===== src/rtl/id_ex_stage.sv =====
// ID/EX pipeline register with forwarding muxes and load-use hazard detection.
// Ports: ID_* decode inputs, MEM_*/WB_* forwarding sources, Stall/Flush
//   controls; EX_* drive the ALU and later stages, LoadUseStall holds upstream.
module id_ex_stage (
    input  logic        Clk,
    input  logic        Reset,
    input  logic        ID_Valid,
    input  logic [4:0]  ID_RegRs,
    input  logic [4:0]  ID_RegRt,
    input  logic [4:0]  ID_RegRd,
    input  logic [31:0] ID_ReadData1,
    input  logic [31:0] ID_ReadData2,
    input  logic [31:0] ID_SignExt,
    input  logic [4:0]  ID_Shamt,
    input  logic [3:0]  ID_ALUControl,
    input  logic        ID_ALUSrc,
    input  logic        ID_ShiftOp,
    input  logic        ID_RegDst,
    input  logic        ID_RegWrite,
    input  logic        ID_MemRead,
    input  logic        ID_MemWrite,
    input  logic        ID_MemToReg,
    input  logic        MEM_RegWrite,
    input  logic [4:0]  MEM_WriteReg,
    input  logic [31:0] MEM_ALUResult,
    input  logic        WB_RegWrite,
    input  logic [4:0]  WB_WriteReg,
    input  logic [31:0] WB_WriteData,
    input  logic        Stall,
    input  logic        Flush,
    output logic        LoadUseStall,
    output logic [31:0] EX_A,
    output logic [31:0] EX_B,
    output logic [3:0]  EX_ALUControl,
    output logic [31:0] EX_StoreData,
    output logic [4:0]  EX_WriteReg,
    output logic        EX_RegWrite,
    output logic        EX_MemRead,
    output logic        EX_MemWrite,
    output logic        EX_MemToReg,
    output logic        EX_Valid
);

    typedef struct packed {
        logic        valid;
        logic [4:0]  rs;
        logic [4:0]  rt;
        logic [4:0]  wreg;
        logic [31:0] rd1;
        logic [31:0] rd2;
        logic [31:0] sext;
        logic [4:0]  shamt;
        logic [3:0]  aluc;
        logic        alusrc;
        logic        shiftop;
        logic        regwrite;
        logic        memread;
        logic        memwrite;
        logic        memtoreg;
    } id_ex_t;

    id_ex_t q;
    id_ex_t d;
    logic [31:0] fwd_rs;
    logic [31:0] fwd_rt;

    always_comb begin
        d          = '0;
        d.valid    = ID_Valid;
        d.rs       = ID_RegRs;
        d.rt       = ID_RegRt;
        d.wreg     = ID_RegDst ? ID_RegRd : ID_RegRt;
        d.rd1      = ID_ReadData1;
        d.rd2      = ID_ReadData2;
        d.sext     = ID_SignExt;
        d.shamt    = ID_Shamt;
        d.aluc     = ID_ALUControl;
        d.alusrc   = ID_ALUSrc;
        d.shiftop  = ID_ShiftOp;
        d.regwrite = ID_RegWrite;
        d.memread  = ID_MemRead;
        d.memwrite = ID_MemWrite;
        d.memtoreg = ID_MemToReg;
    end

    // A load in EX whose result the decode slot needs one cycle too early.
    assign LoadUseStall = q.valid & q.memread & (q.wreg != 5'd0) & ID_Valid &
                          ((q.wreg == ID_RegRs) | (q.wreg == ID_RegRt));

    always_ff @(posedge Clk or negedge Reset) begin
        if (!Reset)
            q <= '0;
        else if (Flush)
            q <= '0;
        else if (Stall)
            q <= q;
        else if (LoadUseStall)
            q <= '0;
        else
            q <= d;
    end

    // Younger producer (MEM) wins over WB; $0 is hardwired and never forwarded.
    always_comb begin
        fwd_rs = q.rd1;
        if (MEM_RegWrite && MEM_WriteReg != 5'd0 && MEM_WriteReg == q.rs)
            fwd_rs = MEM_ALUResult;
        else if (WB_RegWrite && WB_WriteReg != 5'd0 && WB_WriteReg == q.rs)
            fwd_rs = WB_WriteData;
    end

    always_comb begin
        fwd_rt = q.rd2;
        if (MEM_RegWrite && MEM_WriteReg != 5'd0 && MEM_WriteReg == q.rt)
            fwd_rt = MEM_ALUResult;
        else if (WB_RegWrite && WB_WriteReg != 5'd0 && WB_WriteReg == q.rt)
            fwd_rt = WB_WriteData;
    end

    // Shifts operate on rt by the immediate shift amount.
    always_comb begin
        EX_A = fwd_rs;
        EX_B = fwd_rt;
        if (q.shiftop) begin
            EX_A = fwd_rt;
            EX_B = {27'b0, q.shamt};
        end else if (q.alusrc) begin
            EX_B = q.sext;
        end
    end

    assign EX_StoreData  = fwd_rt;
    assign EX_ALUControl = q.aluc;
    assign EX_WriteReg   = q.wreg;
    assign EX_RegWrite   = q.regwrite;
    assign EX_MemRead    = q.memread;
    assign EX_MemWrite   = q.memwrite;
    assign EX_MemToReg   = q.memtoreg;
    assign EX_Valid      = q.valid;

endmodule


===== config.mk =====
export PLATFORM = sky130hd
export DESIGN_NAME = id_ex_stage
export DESIGN_NICKNAME = d
export VERILOG_FILES = /design/src/rtl/id_ex_stage.sv
export SDC_FILE = /design/constraint.sdc
export NUM_CORES = 1
export LEC_CHECK = 0
export CAP_MARGIN = 20
export CORE_MARGIN = 3
export CORE_UTILIZATION = 45
export DETAILED_ROUTE_END_ITERATION = 10
export PLACE_DENSITY = 0.83
export SETUP_SLACK_MARGIN = 0.5
export SLEW_MARGIN = 40
export SYNTH_ARGS = -nofsm -noshare
export SYNTH_HDL_FRONTEND = slang
export SYNTH_SLANG_ARGS = --single-unit

===== constraint.sdc =====
create_clock -name Clk -period 2.7 [get_ports Clk]
set_clock_uncertainty 0.2 [all_clocks]
set_input_delay 0.27 -clock Clk [delete_from_list [all_inputs] [get_ports Clk]]
set_output_delay 0.27 -clock Clk [all_outputs]
set_load 0.005 [all_outputs]

# Word level (Yosys, flattened, before mapping)
# Index checks and enable logic that the tools add are counted.
totals:
  register_bits: 127
  wordCells: 47
  in_bits: 208
op_classes:
  bitwise_logic: 5
  n_eq_ne: 7
  reduce_logical: 9
  mux: 11
ops:
  columns: ["op", "n"]
  rows:
  - ["127-bit 2-to-1 mux", 3]
  - ["32-bit 2-to-1 mux", 7]
  - ["5-bit equality test", 6]
  - ["5-bit nonzero test", 3]
  - ["1-bit logical AND", 6]
  - ["5-bit 2-to-1 mux", 1]
  - ["1-bit bitwise AND", 4]
  - ["2-bit by 1-bit != test with 1-bit output (second input constant)", 1]
  - ["1-bit bitwise OR", 1]

# Depth between registers and ports, before layout
depth:
  word_depth: 7
  ltp_mapped: 8
  ltp_nobuf: 5

# Worst setup path before layout
# Ideal clock, no wire load.
synth_timing:
  path_type: "reg2out"
  start: "reg q[120] in the netlist's numbering"
  end: "out EX_B[26]"
  setup_slack_ps: 313
  stages_incl_launch_ff: 8
  arrival_time_ps: 1917
  path_cell_list: "dfrtp_1 -> xor2_1 -> or2_0 -> clkbuf_1 -> nor3_2 -> clkbuf_1 -> a21oi_1 -> a2111oi_2"
synth_between:
  elab_chain_cells: 6
  elab_cells_between_ends: 8
  cone_classes: "eq/ne (2); mux (4); reduce/logical (2)"
synth_lines:
  columns: ["element", "line", "text"]
  rows:
  - ["from (decl)", "62", "id_ex_t q;"]
  - ["from (signal assigned)", "96", "q <= q;"]
  - ["5-bit equality test", "116", "else if (WB_RegWrite && WB_WriteReg != 5'd0 && WB_WriteReg == q.rt)"]
  - ["1-bit logical AND", "116", null]
  - ["32-bit 2-to-1 mux", "116", null]
  - ["32-bit 2-to-1 mux *", "114", "if (MEM_RegWrite && MEM_WriteReg != 5'd0 && MEM_WriteReg == q.rt)"]
  - ["32-bit 2-to-1 mux *", "127", "end else if (q.alusrc) begin"]
  - ["32-bit 2-to-1 mux *", "124", "if (q.shiftop) begin"]
  - ["to (decl)", "33", "output logic [31:0] EX_B,"]
# Mark *: on every way between the ends. The rest lies on a longest branch, timed or not.

# Worst setup path after layout
layout_timing:
  start: "reg q[116] in the netlist's numbering"
  end: "out EX_A[9]"
layout_between:
  elab_chain_cells: 5
  elab_cells_between_ends: 7
  cone_classes: "eq/ne (2); mux (3); reduce/logical (2)"
layout_lines:
  columns: ["element", "line", "text"]
  rows:
  - ["5-bit equality test", "116", null]
  - ["1-bit logical AND", "116", null]
  - ["32-bit 2-to-1 mux", "116", null]
  - ["32-bit 2-to-1 mux *", "114", null]
  - ["32-bit 2-to-1 mux *", "124", null]
  - ["to (decl)", "32", "output logic [31:0] EX_A,"]
# Marks and branches as above.

==> results.json <==
{
  "outcome": "finished with violations",
  "violations": "negative setup slack",
  "die_width_um": 140,
  "hpwl_mm": 24.0,
  "syn_to_final_growth_pct": 93.5,
  "firstDrtPassIters": 8,
  "drc": 0,
  "floorplan.initialDensity_pct": 46.2,
  "synth_edf_count": 0,
  "report.power.total_uw": 6850,
  "wirelength_mm": 47.5,
  "vias": 10397,
  "synth_flop_cell": "dfrtp_1",
  "post-route-min-period_ns": 3.28,
  "grt_overflow_total": 0,
  "cts_made_buffers": 17,
  "cp_top_family": "buffers and inverters",
  "final_layout_size_suffix_gt1_share_pct": 42.4,
  "startpoint_type": "flop",
  "path_class": "reg2out",
  "num-fill-cells": 674,
  "die_y_um": 140,
  "power_density_mw_per_mm2": 440,
  "syn_avg_cell_area_um2": 10.2,
  "maxCapViolations": 0,
  "ys_ff_latch": 127,
  "crit_cells": 11,
  "dieArea_mm2": 0.0195,
  "mappedNetlistArea_mm2": 0.00804,
  "yosysWarnings": 0,
  "nets": 1451,
  "max_freq_mhz": 305,
  "cts_tree": "built",
  "hp-class": "in2async",
  "coreArea_mm2": 0.0174,
  "crit_top_cell": "buf_6",
  "drtIter0Drc": 1299,
  "yosysSeqAreaShare_pct": 39.5,
  "slew_viol_final": 0,
  "drt.antenna.violating_nets": 0,
  "syn_nets": 995,
  "clock-root-buffer": "clkbuf_16",
  "clk_path_buf_depth": 2,
  "place_congestion": 0.977,
  "worstPathRequired_ns": 2.23,
  "grt_pass1_wl_mm": 59.9,
  "async_flop_share_pct": 100,
  "worstPathCellList": "xnor2_2 > nand4_1 > buf_4 > buf_6 > buf_8 > o21ai_4 > buf_6 > buf_6 > a211oi_2 > a221oi_1 > buf_2",
  "grtUsageTotal_pct": 39.4,
  "syn_inst": 787,
  "p_leak_uw": 0.00662,
  "cp_max_fo": 7,
  "via_per_inst": 7.00,
  "fp-row-count": 48,
  "antenna_found_initial": 4,
  "hold_ws_ns": 0.0822,
  "setup_ws_ns": -0.578,
  "maxSlewHeadroom_pct": 60.7,
  "yosysTopAreaCellShare_pct": 39.5,
  "synth_cell_types": 48,
  "worstSetupEndpointType": "output pin",
  "finalHoldViolations": 0,
  "slowest_stage": "dfrtp_1",
  "netlist.top_cell.by_area": "dfrtp_1",
  "grt_max_degree": 78,
  "cts_sinks": 127,
  "synth.area.top_cells": "dfrtp_1 40%, a22o_1 14%, a2111oi_2 4.9%",
  "finalSetupViolations": 96,
  "port-buffer-count": 318,
  "cpPeakStageDelay_ns": 0.42,
  "tightest_slew_ns": 0.584,
  "grt_setup_unrepaired": "yes",
  "mostFrequentLayoutCell": "clkdlybuf4s50_1",
  "r2r_setup_slack_ns": 0.43,
  "wl_per_cell_um": 32.0,
  "rr_worst_depth": 5,
  "final_core_util_pct": 89.3,
  "grt_pass1_vias": 9914,
  "fin_tns_setup_ns": -42.23,
  "worst-path-buf-inv": 6,
  "final_cell_mix": "211 x clkdlybuf4s50_1, 133 x a22o_1, 123 x dfrtp_1",
  "period_share_pct": 121,
  "ir_worst_vdd_mv": 0.512,
  "htreeDepth": 4,
  "clock_latency_ns": 0.44,
  "ioPinCount": 319,
  "worstPathArrival_ns": 2.81,
  "clk_pin_slew_ns": 0.07
}
==> per-layer routing <==
metal / up-vias / GRT usage, % / part of all wire [%]
li1: 3978 / - / -
met1: 5011 / 46.3 / 33
met2: 1053 / 66.9 / 47
met3: 353 / 9.45 / 12
met4: 2 / 20.6 / 8.7
met5: - / 0 / 0.027
==> per-stage QoR <==
stage               instances  worst slack (ns)  area [um2]
floorplan                 787             0.345        8220
global placement         1335            -0.881       12200
detailed placement       1335            -0.911       12200
CTS                      1447            -0.422       14600
global route             1485            -0.741       15600
finish                   1485            -0.578       15600
==> cell families after synthesis <==
family	synth area share, %
AOI/OAI and AO/OA	37.1
buffers and inverters	7.55
DFF	39.5
and+or+nand+nor	8.39
muxes	4.22
xor gates and xnor gates	3.27
==> registers in the layout, summed over array words and instances (netlist names) <==
name	cells
EX_WriteReg	5
EX_MemRead	1
EX_MemToReg	1
EX_MemWrite	1
EX_RegWrite	1
q	113
EX_ALUControl	4
EX_Valid	1
==> synthesized netlist by cell type, types with 12 or more instances <==
cell type,number
a2111oi_2,26
a211oi_1,26
a21oi_1,58
a221oi_2,20
a22o_1,133
a31oi_1,12
buf_2,17
buf_4,14
clkbuf_1,49
dfrtp_1,127
inv_1,37
mux2i_1,26
nor2_1,31
nor2b_1,27
nor3_1,37
o31a_1,27
xnor2_1,18
xor2_1,12
==> worst register-to-register path, cell delays in order, from the launching register on <==
cell and delay (ns):
dfrtp_1 0.44, or4_4 0.55, nor2_4 0.14, o31a_4 0.38
clkbuf_16 0.29, a22o_1 0.19
==> power by group <==
part / internal, uW / total (uW) / switching (uW)
Combinational: 1170 / 2260 / 1090
Clock: 1420 / 2470 / 1050
Sequential: 2010 / 2120 / 108
==> worst paths after layout <==
path | from | endpoint
setup / recovery | q[116] | EX_A[9]
hold / removal | Reset | EX_WriteReg[1]
setup reg to reg | EX_WriteReg[2] | q[67]
hold reg to reg | q[106] | q[106]
max in group asynchronous | Reset | q[20]
min in group Clk | ID_SignExt[11] | q[26]
==> cell type report <==
type / count / area, um2 / area share, %
tap: 225 / 282 / 1.81
inverter: 37 / 139 / 0.893
sequential: 127 / 3190 / 20.5
clock buffer: 18 / 439 / 2.82
clock inverter: 14 / 170 / 1.09
multi-input combinational: 532 / 5890 / 37.9
timing repair buffer: 528 / 5440 / 35.0
antenna: 4 / 10.0 / 0.0643
==> what timing repair did <==
| action | CTS | global route |
|---|---|---|
| buffers inserted | 65 | 25 |
| gates cloned | 14 | 9 |
| hold buffers | 1 | 0 |
| endpoints found under the hold margin | 96 | 0 |
| pin swaps | 66 | 93 |
| gates resized for setup | 554 | 123 |
| endpoints found under the setup margin | 102 | 224 |
Note: power is estimated with default switching activity, not from simulation.
